[src/rtl/wb_pkg.sv]
// wb_pkg: shared types for the write-back stage and its store queue.
// Entry layout, EFLAGS reset value, store sizes, drain FSM states.
package wb_pkg;

    localparam int PA_W = 32;
    localparam int ST_W = 64;

    localparam logic [31:0] EFLAGS_RST = 32'h0000_0002;

    typedef enum logic [1:0] {
        SZ_B = 2'b00,
        SZ_W = 2'b01,
        SZ_D = 2'b10,
        SZ_Q = 2'b11
    } sz_e;

    typedef enum logic {
        IDLE  = 1'b0,
        ISSUE = 1'b1
    } drain_e;

    typedef struct packed {
        logic [PA_W-1:0] addr;
        logic [ST_W-1:0] data;
        sz_e             size;
    } stq_entry_t;

endpackage

[src/rtl/wb_stq.sv]
// wb_stq: store queue with D-cache drain FSM and load/store overlap check.
// Ports: i_clk/i_rst_n, i_enq+i_enq_entry (tail write), i_ack (head accepted),
// i_rd_v/i_rd_addr (MEM load probe), o_req/o_head (D-cache request),
// o_hit (load overlaps a pending store), o_empty, o_full.
module wb_stq
    import wb_pkg::*;
#(
    parameter int DEPTH = 4
) (
    input  logic            i_clk,
    input  logic            i_rst_n,
    input  logic            i_enq,
    input  stq_entry_t      i_enq_entry,
    input  logic            i_ack,
    input  logic [PA_W-1:0] i_rd_addr,
    input  logic            i_rd_v,
    output logic            o_req,
    output stq_entry_t      o_head,
    output logic            o_hit,
    output logic            o_empty,
    output logic            o_full
);

    localparam int PW = $clog2(DEPTH);
    localparam int CW = PW + 1;

    stq_entry_t       r_mem [DEPTH];
    logic [PW-1:0]    r_head;
    logic [PW-1:0]    r_tail;
    logic [CW-1:0]    r_count;
    drain_e           r_state;
    logic             r_gap;

    drain_e           w_state_nxt;
    logic [CW-1:0]    w_count_nxt;
    logic             w_req;
    logic             w_deq;
    logic [PW-1:0]    w_off [DEPTH];
    logic [DEPTH-1:0] w_vld;
    logic             w_hit;
    logic             w_unused_lo;

    // r_gap forces one idle request cycle after every ack so the next
    // head is presented from the updated registered pointer.
    assign w_req   = (r_state == ISSUE) & ~r_gap;
    assign w_deq   = w_req & i_ack;
    assign o_req   = w_req;
    assign o_head  = r_mem[r_head];
    assign o_empty = (r_count == '0);
    assign o_full  = (r_count == CW'(DEPTH));

    assign w_unused_lo = ^i_rd_addr[2:0];

    always_comb begin
        w_count_nxt = r_count;
        unique case ({i_enq, w_deq})
            2'b10:   w_count_nxt = r_count + CW'(1);
            2'b01:   w_count_nxt = r_count - CW'(1);
            default: w_count_nxt = r_count;
        endcase
    end

    always_comb begin
        w_state_nxt = r_state;
        unique case (r_state)
            IDLE: begin
                if (r_count != '0)
                    w_state_nxt = ISSUE;
            end
            ISSUE: begin
                if (w_deq && r_count == CW'(1))
                    w_state_nxt = IDLE;
            end
            default: w_state_nxt = IDLE;
        endcase
    end

    // Slot i is live when its distance from head is below count; the head
    // being acked this cycle is still live.
    always_comb begin
        w_hit = 1'b0;
        for (int i = 0; i < DEPTH; i++) begin
            w_off[i] = PW'(i) - r_head;
            w_vld[i] = ({1'b0, w_off[i]} < r_count);
            if (w_vld[i] &&
                r_mem[i].addr[PA_W-1:3] == i_rd_addr[PA_W-1:3])
                w_hit = 1'b1;
        end
    end

    assign o_hit = i_rd_v & w_hit;

    always_ff @(posedge i_clk or negedge i_rst_n) begin
        if (!i_rst_n) begin
            for (int i = 0; i < DEPTH; i++)
                r_mem[i] <= '0;
            r_head  <= '0;
            r_tail  <= '0;
            r_count <= '0;
            r_state <= IDLE;
            r_gap   <= 1'b0;
        end else begin
            if (i_enq) begin
                r_mem[r_tail] <= i_enq_entry;
                r_tail        <= r_tail + PW'(1);
            end
            if (w_deq)
                r_head <= r_head + PW'(1);
            r_count <= w_count_nxt;
            r_state <= w_state_nxt;
            r_gap   <= w_deq;
        end
    end

endmodule

[src/rtl/wb_stage_stq.sv]
// wb_stage_stq: write-back stage; commits GPR/EFLAGS, queues stores to D-cache.
// Inputs E2W_* (EX results), M2W_* (load probe), D2W_ack; outputs W2E_stall,
// W2E_eflags, W2R_gpr_*, W2D_* (store request), W2M_stq_hit, W2X_stq_empty,
// W2X_retire_cnt (live only when WB_RETIRE_CNT_EN is defined, else tied 0).
module wb_stage_stq
    import wb_pkg::*;
#(
    parameter int STQ_DEPTH = 4,
    parameter int ADDR_W    = 32,
    parameter int DATA_W    = 64
) (
    input  logic              CLK,
    input  logic              CLR,
    input  logic              E2W_v,
    input  logic [DATA_W-1:0] E2W_result,
    input  logic [31:0]       E2W_new_eflags,
    input  logic              E2W_load_cc,
    input  logic              E2W_dest_gpr_wt,
    input  logic [2:0]        E2W_dest_gpr_sel,
    input  logic              E2W_mem_wt,
    input  logic [1:0]        E2W_mem_wt_size,
    input  logic [ADDR_W-1:0] E2W_WR_PA1,
    input  logic [ADDR_W-1:0] M2W_rd_addr,
    input  logic              M2W_rd_v,
    input  logic              D2W_ack,
    output logic              W2E_stall,
    output logic [31:0]       W2E_eflags,
    output logic              W2R_gpr_we,
    output logic [2:0]        W2R_gpr_sel,
    output logic [31:0]       W2R_gpr_data,
    output logic              W2D_req,
    output logic [ADDR_W-1:0] W2D_addr,
    output logic [DATA_W-1:0] W2D_data,
    output logic [1:0]        W2D_size,
    output logic              W2M_stq_hit,
    output logic              W2X_stq_empty,
    output logic [31:0]       W2X_retire_cnt
);

    logic       w_full;
    logic       w_acc;
    logic       w_enq;
    stq_entry_t w_entry;
    stq_entry_t w_head;

    logic        r_gpr_we;
    logic [2:0]  r_gpr_sel;
    logic [31:0] r_gpr_data;
    logic [31:0] r_eflags;

    // Stall only on a full queue, never on the cache ack: no comb path back.
    assign W2E_stall = E2W_v & E2W_mem_wt & w_full;
    assign w_acc     = E2W_v & ~W2E_stall;
    assign w_enq     = w_acc & E2W_mem_wt;

    assign w_entry.addr = E2W_WR_PA1;
    assign w_entry.data = E2W_result;
    assign w_entry.size = sz_e'(E2W_mem_wt_size);

    wb_stq #(
        .DEPTH (STQ_DEPTH)
    ) u_stq (
        .i_clk       (CLK),
        .i_rst_n     (CLR),
        .i_enq       (w_enq),
        .i_enq_entry (w_entry),
        .i_ack       (D2W_ack),
        .i_rd_addr   (M2W_rd_addr),
        .i_rd_v      (M2W_rd_v),
        .o_req       (W2D_req),
        .o_head      (w_head),
        .o_hit       (W2M_stq_hit),
        .o_empty     (W2X_stq_empty),
        .o_full      (w_full)
    );

    assign W2D_addr = w_head.addr;
    assign W2D_data = w_head.data;
    assign W2D_size = w_head.size;

    always_ff @(posedge CLK or negedge CLR) begin
        if (!CLR) begin
            r_gpr_we   <= 1'b0;
            r_gpr_sel  <= '0;
            r_gpr_data <= '0;
            r_eflags   <= EFLAGS_RST;
        end else begin
            r_gpr_we <= w_acc & E2W_dest_gpr_wt;
            if (w_acc && E2W_dest_gpr_wt) begin
                r_gpr_sel  <= E2W_dest_gpr_sel;
                r_gpr_data <= E2W_result[31:0];
            end
            if (w_acc && E2W_load_cc)
                r_eflags <= E2W_new_eflags;
        end
    end

    assign W2R_gpr_we   = r_gpr_we;
    assign W2R_gpr_sel  = r_gpr_sel;
    assign W2R_gpr_data = r_gpr_data;
    assign W2E_eflags   = r_eflags;

`ifdef WB_RETIRE_CNT_EN
    logic [31:0] r_retire_cnt;

    always_ff @(posedge CLK or negedge CLR) begin
        if (!CLR)
            r_retire_cnt <= '0;
        else if (w_acc)
            r_retire_cnt <= r_retire_cnt + 32'd1;
    end

    assign W2X_retire_cnt = r_retire_cnt;
`else
    assign W2X_retire_cnt = 32'h0;
`endif

endmodule
[config.mk]
export PLATFORM = sky130hd
export DESIGN_NAME = wb_stage_stq
export DESIGN_NICKNAME = d
export VERILOG_FILES = /design/src/rtl/wb_pkg.sv /design/src/rtl/wb_stq.sv /design/src/rtl/wb_stage_stq.sv
export SDC_FILE = /design/constraint.sdc
export NUM_CORES = 1
export LEC_CHECK = 0
export CAP_MARGIN = 5
export CORE_UTILIZATION = 30
export DETAILED_ROUTE_END_ITERATION = 8
export DONT_BUFFER_PORTS = 1
export GPL_ROUTABILITY_DRIVEN = 0
export MAX_ROUTING_LAYER = met4
export PLACE_DENSITY = 0.56
export SETUP_SLACK_MARGIN = 0.1
export SYNTH_ARGS = -nofsm -noshare
export SYNTH_HDL_FRONTEND = slang
export SYNTH_HIERARCHICAL = 1
export SYNTH_SLANG_ARGS = --single-unit
[constraint.sdc]
create_clock -name CLK -period 2.1 [get_ports CLK]
set_input_delay 0.315 -clock CLK [delete_from_list [all_inputs] [get_ports CLK]]
set_output_delay 0.315 -clock CLK [all_outputs]
set_load 0.01 [all_outputs]
==> results of run 1 <==
-- cells by family (layout without fill, tap and decap cells) --
| logic type | count (synthesis) | after routing | synth area share |
|---|---|---|---|
| simple gates | 60 | 63 | 0.0179 |
| flops | 469 | 469 | 0.539 |
| other cells | 1 | 38 | 0.000172 |
| fa+ha+maj | 13 | 13 | 0.00747 |
| compound gates | 10 | 10 | 0.00351 |
| xor+xnor | 123 | 123 | 0.0502 |
| buf+inv | 128 | 394 | 0.0320 |
| mux | 558 | 558 | 0.350 |
-- per-stage QoR --
| stage | util | instance area, sq um | power, uW | cells | worst slack, ps |
|---|---|---|---|---|---|
| finish | 0.394 | 28200 | 44000 | 2618 | -725 |
| global route | 0.394 | 28200 | 46300 | 2617 | -793 |
| CTS | 0.386 | 27600 | 44100 | 2589 | -789 |
| detailed placement | 0.326 | 23300 | 31600 | 2311 | -200 |
| global placement | 0.326 | 23300 | 31100 | 2311 | -226 |
| floorplan | - | 22000 | 26900 | 1393 | -4.31 |
-- sequential cells by signal, summed over array words and instances, names as in the netlist --
signal and cells:
W2R_gpr_we 1, W2E_eflags 32, u_stq/r_count 3, W2R_gpr_data 32
u_stq/r_mem 392, u_stq/r_tail 2, W2R_gpr_sel 3, u_stq/r_gap 1
u_stq/r_state 1, u_stq/r_head 2
-- power groups by stage --
stage,clock [uW],combinational [uW],sequential (uW)
6_report,9800,18200,16000
5_1_grt,10500,19300,16500
3_3_place_gp,0,15300,15800
4_1_cts,10100,18100,16000
2_1_floorplan,0,11600,15300
3_5_place_dp,0,15500,16100
-- critical path, cell delays in order (launching register included) --
cell and delay, ps:
dfrtp_4 510, xnor2_2 150, ha_1 300, a2111oi_2 390, nand4_1 230, a41oi_4 330
-- path summary, 6_finish.rpt --
| path | from | end | slack [ps] | cells after the start |
|---|---|---|---|---|
| setup / recovery | u_stq/r_head[0]$_DFFE_PN0P_ | W2M_stq_hit | -720 | 5 |
| hold / removal | CLR | u_stq/r_mem[184]$_DFFE_PN0P_ | -580 | 0 |
| setup reg to reg | u_stq/r_count[0]$_DFFE_PN0P_ | u_stq/r_mem[168]$_DFFE_PN0P_ | -120 | 10 |
| hold reg to reg | u_stq/r_mem[143]$_DFFE_PN0P_ | u_stq/r_mem[143]$_DFFE_PN0P_ | 500 | 1 |
| max in group asynchronous | CLR | u_stq/r_mem[114]$_DFFE_PN0P_ | 1780 | 0 |
| min in group CLK | D2W_ack | u_stq/r_gap$_DFF_PN0_ | 90 | 2 |
-- layer usage --
| metal | wire, um | track usage | part of all wire | vias to the layer above |
|---|---|---|---|---|
| met5 | 0 | - | 0 | - |
| li1 | - | - | - | 5452 |
| met1 | 27000 | 0.209 | 0.43 | 6825 |
| met2 | 31100 | 0.271 | 0.50 | 276 |
| met4 | 1080 | 0.0358 | 0.017 | 0 |
| met3 | 3590 | 0.0436 | 0.057 | 77 |
-- repair_timing --
| item | 4_1_cts | 5_1_grt |
|---|---|---|
| cloned | 24 | 17 |
| hold endpoints to repair | 928 | 469 |
| endpoints found under the setup margin | 548 | 563 |
| setup buffers | 21 | 15 |
| pin swaps | 8 | 9 |
| resized for setup | 60 | 54 |
-- cells in the final DEF (no fill, tap or decap), types with 6 or more instances in the layout --
cell / instances
buf_16: 28
diode_2: 6
xor2_1: 47
dfrtp_1: 466
mux2_2: 400
buf_12: 32
clkbuf_16: 67
xnor2_1: 70
clkinv_2: 8
clkbuf_1: 10
mux4_2: 98
nor4_1: 8
buf_4: 71
nor2b_1: 6
nand2_8: 7
nand4_1: 21
dlygate4sd3_1: 133
clkbuf_8: 15
conb_1: 32
ha_1: 11
mux2_4: 59
nor4_2: 6
inv_1: 10
-- layout make-up --
type | count | area, sq um
fillers | 6659 | 43400
inverters | 11 | 41.3
clock inverters | 20 | 250
clock buffers | 80 | 1620
flip-flops and latches | 469 | 11700
diodes | 6 | 15.0
multi-input cells | 799 | 9690
repair buffers | 283 | 3680
well taps | 950 | 1190
==> results by group, run 1 <==
Clocking
  – TritonCTS sink count: 469
  – CTS Hold Bufs: roughly 130
  – Longest Clk Path Bufs: 3
  – Clk_lat worst skew: about 590 ps
  – H-tree depth: 2
  – Clk root buf: clkbuf_16
  – Clock-pin slew on the worst setup and hold paths: around 60 ps
  – CTS tree: built
  – CTS Buf Count: 54

Status
  – Outcome: complete, but fails checks
  – Failing checks: negative hold slack, negative setup slack

Worst setup path
  – CP arrival: approximately 2500 ps
  – CP Max Fanout: 2
  – CP startpoint kind: flop
  – Setup CP Type: reg -> out
  – Critical Path RT: around 1800 ps
  – Worst Setup End Kind: output port

Layout
  – Layout cell share with drive strength beyond 1: 0.501
  – Area delta synth->final: 29.7%
  – Layout Nets: 1804

STA
  – RSZ-0062 raised after global routing: yes
  – Setup-failing EPs final: a little over 400
  – Final Cycle Share: 1.35
  – Slew margin rel.: 0.270
  – Clk_skew: ~23 ps
  – Worst setup margin: -725 ps
  – Setup TNS: -56960 ps
  – Worst-margin pin slew: approximately 1100 ps
  – Fin Hold WS: -577 ps
  – FMAX: ~0.35 GHz
  – Final hold violation count: about 470
  – Max-slew violations: 0
  – Minimum clock period after layout: between 2000 and 3000 ps

Pwr
  – Switching Fraction: 0.330
  – Peak supply drop: between 0.0007 and 0.0008 V
  – Total power per unit cell area: about 1600 nW/um^2
  – Net Switching: ~15000 uW
  – Sequential Power Share: 0.364
  – P_int: 29500 uW
  – Clock share of power: 0.223
  – Leak Pwr: between 0.01 and 0.015 uW
  – Comb power frac: 0.413

Yosys
  – Post-synth design cell area: between 20000 and 25000 sq um
  – Top FF cell, synth: dfrtp_1
  – Top-count cell post-synth: dfrtp_1
  – Unique masters post-synth: 36
  – Avg Cell Area, Syn: around 16 sq um
  – FF+latch count, synth: 469
  – Area leader, netlist: dfrtp_1
  – Post-synth top cells: dfrtp_1 (468), mux2_2 (400), mux4_2 (98)
  – Ys Warns: 6
  – Async set or reset register ratio after synthesis: 1.00
  – Post-synth EDFFs: 0
  – Seq/Total Area, Yosys: 0.539
  – Synthesized instance count: between 1000 and 1500
  – Area share of the largest cell type after synthesis: 0.538
  – Area contributors post-synth: dfrtp_1 (54%), mux2_2 (21%), mux4_2 (10%)

Global routing
  – Total GRT Usage: 0.167
  – Vias in the first global route: roughly 14000
  – Largest net degree at the start of global routing: 470
  – First-pass GRT wire length: ~90000 um
  – GRT overflow: 0
  – Initial antenna violation count: 5

Detailed routing
  – Routed Antenna Nets: 0
  – Final WL: 62800 um
  – Vias per cell: 4.82
  – 1st-iter DRT viols: between 500 and 600
  – Total iterations of the first detailed-routing run: 4
  – Via Count: 12600
  – Drt drc: 0
  – WL/cell: between 20 and 25 um

Placed design
  – Dpl hpwl: roughly 36000 um
  – IO Port Bufs: 0

Hold path
  – Worst hold path class: in -> async

Floorplanning
  – Die area: around 74000 sq um
  – Initial Utilization: 0.304
  – I/O Pins: 375
  – Placement Rows: 98
  – Die extent in x: 271 um
  – Die Ht: between 200 and 300 um
  – Core Footprint: ~70000 sq um

Flow run
  – Max_cap viols: 0
(Power assumes the default switching activity.)
==> run 2, diff against run 1 <==
CORE_ASPECT_RATIO = 1.1   (was not set)
==> run 2 against run 1 <==
  * The run ends with negative hold slack, max-slew violations, negative setup slack left
  * Flip-flop and latch count did not move
  * Global-route usage rose by 0.56 points
  * Die area about the same
  * Worst setup slack lost 66 ps
  * Sequential share of layout area decreased by 1.4 points
  * Utilization up 1.3 points
  * Final cell count up 1.3%
  * Fmax is 2.3% lower
  * Critical endpoint unchanged
  * Highest routed layer unchanged
==> results by group, run 2 (synthesized netlist as in run 1, its figures left out) <==
STA
  – RSZ-0062 raised after global routing: yes
  – Setup-failing EPs final: between 100 and 150
  – Minimum clock period after layout: 2890 ps
  – Worst setup margin: -791 ps
  – Fin Hold WS: -571 ps
  – FMAX: between 0.3 and 0.4 GHz
  – Final Cycle Share: 1.38
  – Slew margin rel.: -0.896
  – Worst-margin pin slew: ~2800 ps
  – Clk_skew: 25.8 ps
  – Max-slew violations: between 300 and 400
  – Final hold violation count: ~330

Detailed routing
  – Metal3 WL: 3340 um
  – Via Count: between 10000 and 15000
  – Vias per cell: roughly 4.8
  – Routed Antenna Nets: 0
  – Final WL: 64400 um
  – 1st-iter DRT viols: between 700 and 800
  – Met1 Routed Length: about 27000 um
  – Uppermost layer routed: met4
  – DR WL met2: 32800 um
  – Drt drc: 0
  – WL/cell: 24.3 um
  – Total iterations of the first detailed-routing run: 4

Floorplanning
  – Core Footprint: around 72000 sq um
  – Die extent in x: 259 um
  – Die Ht: approximately 280 um
  – Die area: 73600 sq um
  – Initial Utilization: 0.303
  – I/O Pins: between 300 and 400
  – Placement Rows: 103

Clocking
  – H-tree depth: 2
  – CTS Buf Count: 54
  – Clock-pin slew on the worst setup and hold paths: 60 ps
  – Clk_lat worst skew: slightly above 600 ps
  – CTS Hold Bufs: roughly 130
  – CTS tree: built
  – Clk root buf: clkbuf_16
  – TritonCTS sink count: about 470
  – Longest Clk Path Bufs: 3

Placed design
  – IO Port Bufs: 0
  – Setup Slack @ Placement: -304 ps
  – Dpl hpwl: approximately 37000 um

Worst setup path
  – Setup CP Type: reg -> out
  – CP startpoint kind: flop
  – Worst Setup End Kind: output port
  – CP max-delay cell: or4_4
  – Crit path cell chain: xor2_1 -> nor4_2 -> buf_4 -> nand4_1 -> or4_4 -> a41oi_4
  – CP arrival: around 2600 ps
  – CP Max Fanout: 2
  – Crit path largest cell delay: ~460 ps
  – Critical Path RT: between 1500 and 2000 ps

Layout
  – Biggest register: u_stq/r_mem
  – Layout cell share with drive strength beyond 1: 0.514
  – Most common cell after layout, fill and taps aside: dfrtp_1
  – Area delta synth->final: 34.4%
  – Max reg flops: a little under 400
  – Layout Nets: 1843
  – Most frequent cells in the layout: dfrtp_1 (466), mux2_2 (316), mux2_4 (143)
  – Final core occ: 0.407

Pwr
  – Peak supply drop: 0.00109 V
  – Leak Pwr: roughly 0.013 uW
  – Total power per unit cell area: 1550 nW/um^2

Global routing
  – GRT overflow: 0
  – First-pass GRT wire length: between 90000 and 100000 um
  – Total GRT Usage: 0.173
  – Initial antenna violation count: 3
  – Vias in the first global route: between 10000 and 15000
  – Largest net degree at the start of global routing: 470

Flow run
  – Max_cap viols: 0

Status
  – Outcome: complete, but fails checks
  – Failing checks: negative hold slack, max-slew violations, negative setup slack

Hold path
  – Worst hold path class: in -> async
## run 2: changes by cell type in the layout (fill, tap and decap cells not counted), moves of 3 or more
cell,before,now
buf_4,71,64
clkbuf_8,15,12
clkbuf_1,10,5
mux2_2,400,316
clkinvlp_4,1,5
bufinv_16,5,8
buf_12,32,52
buf_6,4,25
buf_8,2,8
mux2_4,59,143
inv_6,2,5
## run 2: routing by layer
layer	GRT usage	up-vias
met5	-	-
met4	0.0479	0
met3	0.0367	75
met2	0.290	304
met1	0.208	6862
li1	-	5513
## run 2: path summary, 6_finish.rpt
path / start / endpoint / slack, ps / cells past startpoint
min: CLR / W2E_eflags[18]$_DFFE_PN0P_ / -570 / 0
max reg2reg: u_stq/r_count[1]$_DFFE_PN0P_ / u_stq/r_mem[92]$_DFFE_PN0P_ / -40 / 11
max: u_stq/r_mem[281]$_DFFE_PN0P_ / W2M_stq_hit / -790 / 6
min in group CLK: E2W_dest_gpr_wt / W2R_gpr_we$_DFF_PN0_ / 150 / 4
max in group asynchronous: CLR / u_stq/r_head[1]$_DFFE_PN0P_ / 70 / 0
min reg2reg: u_stq/r_mem[145]$_DFFE_PN0P_ / u_stq/r_mem[145]$_DFFE_PN0P_ / 500 / 1
## run 2: per-stage QoR
step / instance area, sq um / std cells / power, uW / setup TNS, ps
6_report: 29200 / 2651 / 45300 / -43290
5_1_grt: 29200 / 2650 / 47600 / -53220
4_1_cts: 28600 / 2631 / 45000 / -44820
3_5_place_dp: 23500 / 2315 / 31800 / -2150
3_3_place_gp: 23500 / 2315 / 31200 / -386
2_1_floorplan: 22000 / 1393 / 26900 / -4.31
## run 2: timing repair
action	CTS	global route
resized for setup	117	129
setup buffers	49	21
gates cloned	34	15
hold endpoints to repair	929	469
pin swaps	9	8
endpoints found under the setup margin	531	559
## run 2: power by group
part	total, uW	internal (uW)	switching, uW
Combinational	19100	11100	7940
Sequential	16100	13300	2850
Clock	10100	6150	3980
Total	45300	30600	14800
## run 2: worst max-delay path: cells and delay by family, from the launching register on
kind            cells  cell delay, ps
buf+inv             1             180
xor+xnor            1             190
compound gates      1             230
flops               1             390
simple gates        3             990
## run 2: layout make-up
cell class / instances / area (sq um)
Multi-Input combinational cell: 797 / 9970
Timing Repair Buffer: 324 / 4360
Tap cell: 945 / 1180
Fill cell: 6517 / 42500
Clock buffer: 71 / 1540
Sequential cell: 469 / 11700
Antenna cell: 4 / 10.0
Inverter: 11 / 43.8
Clock inverter: 30 / 400
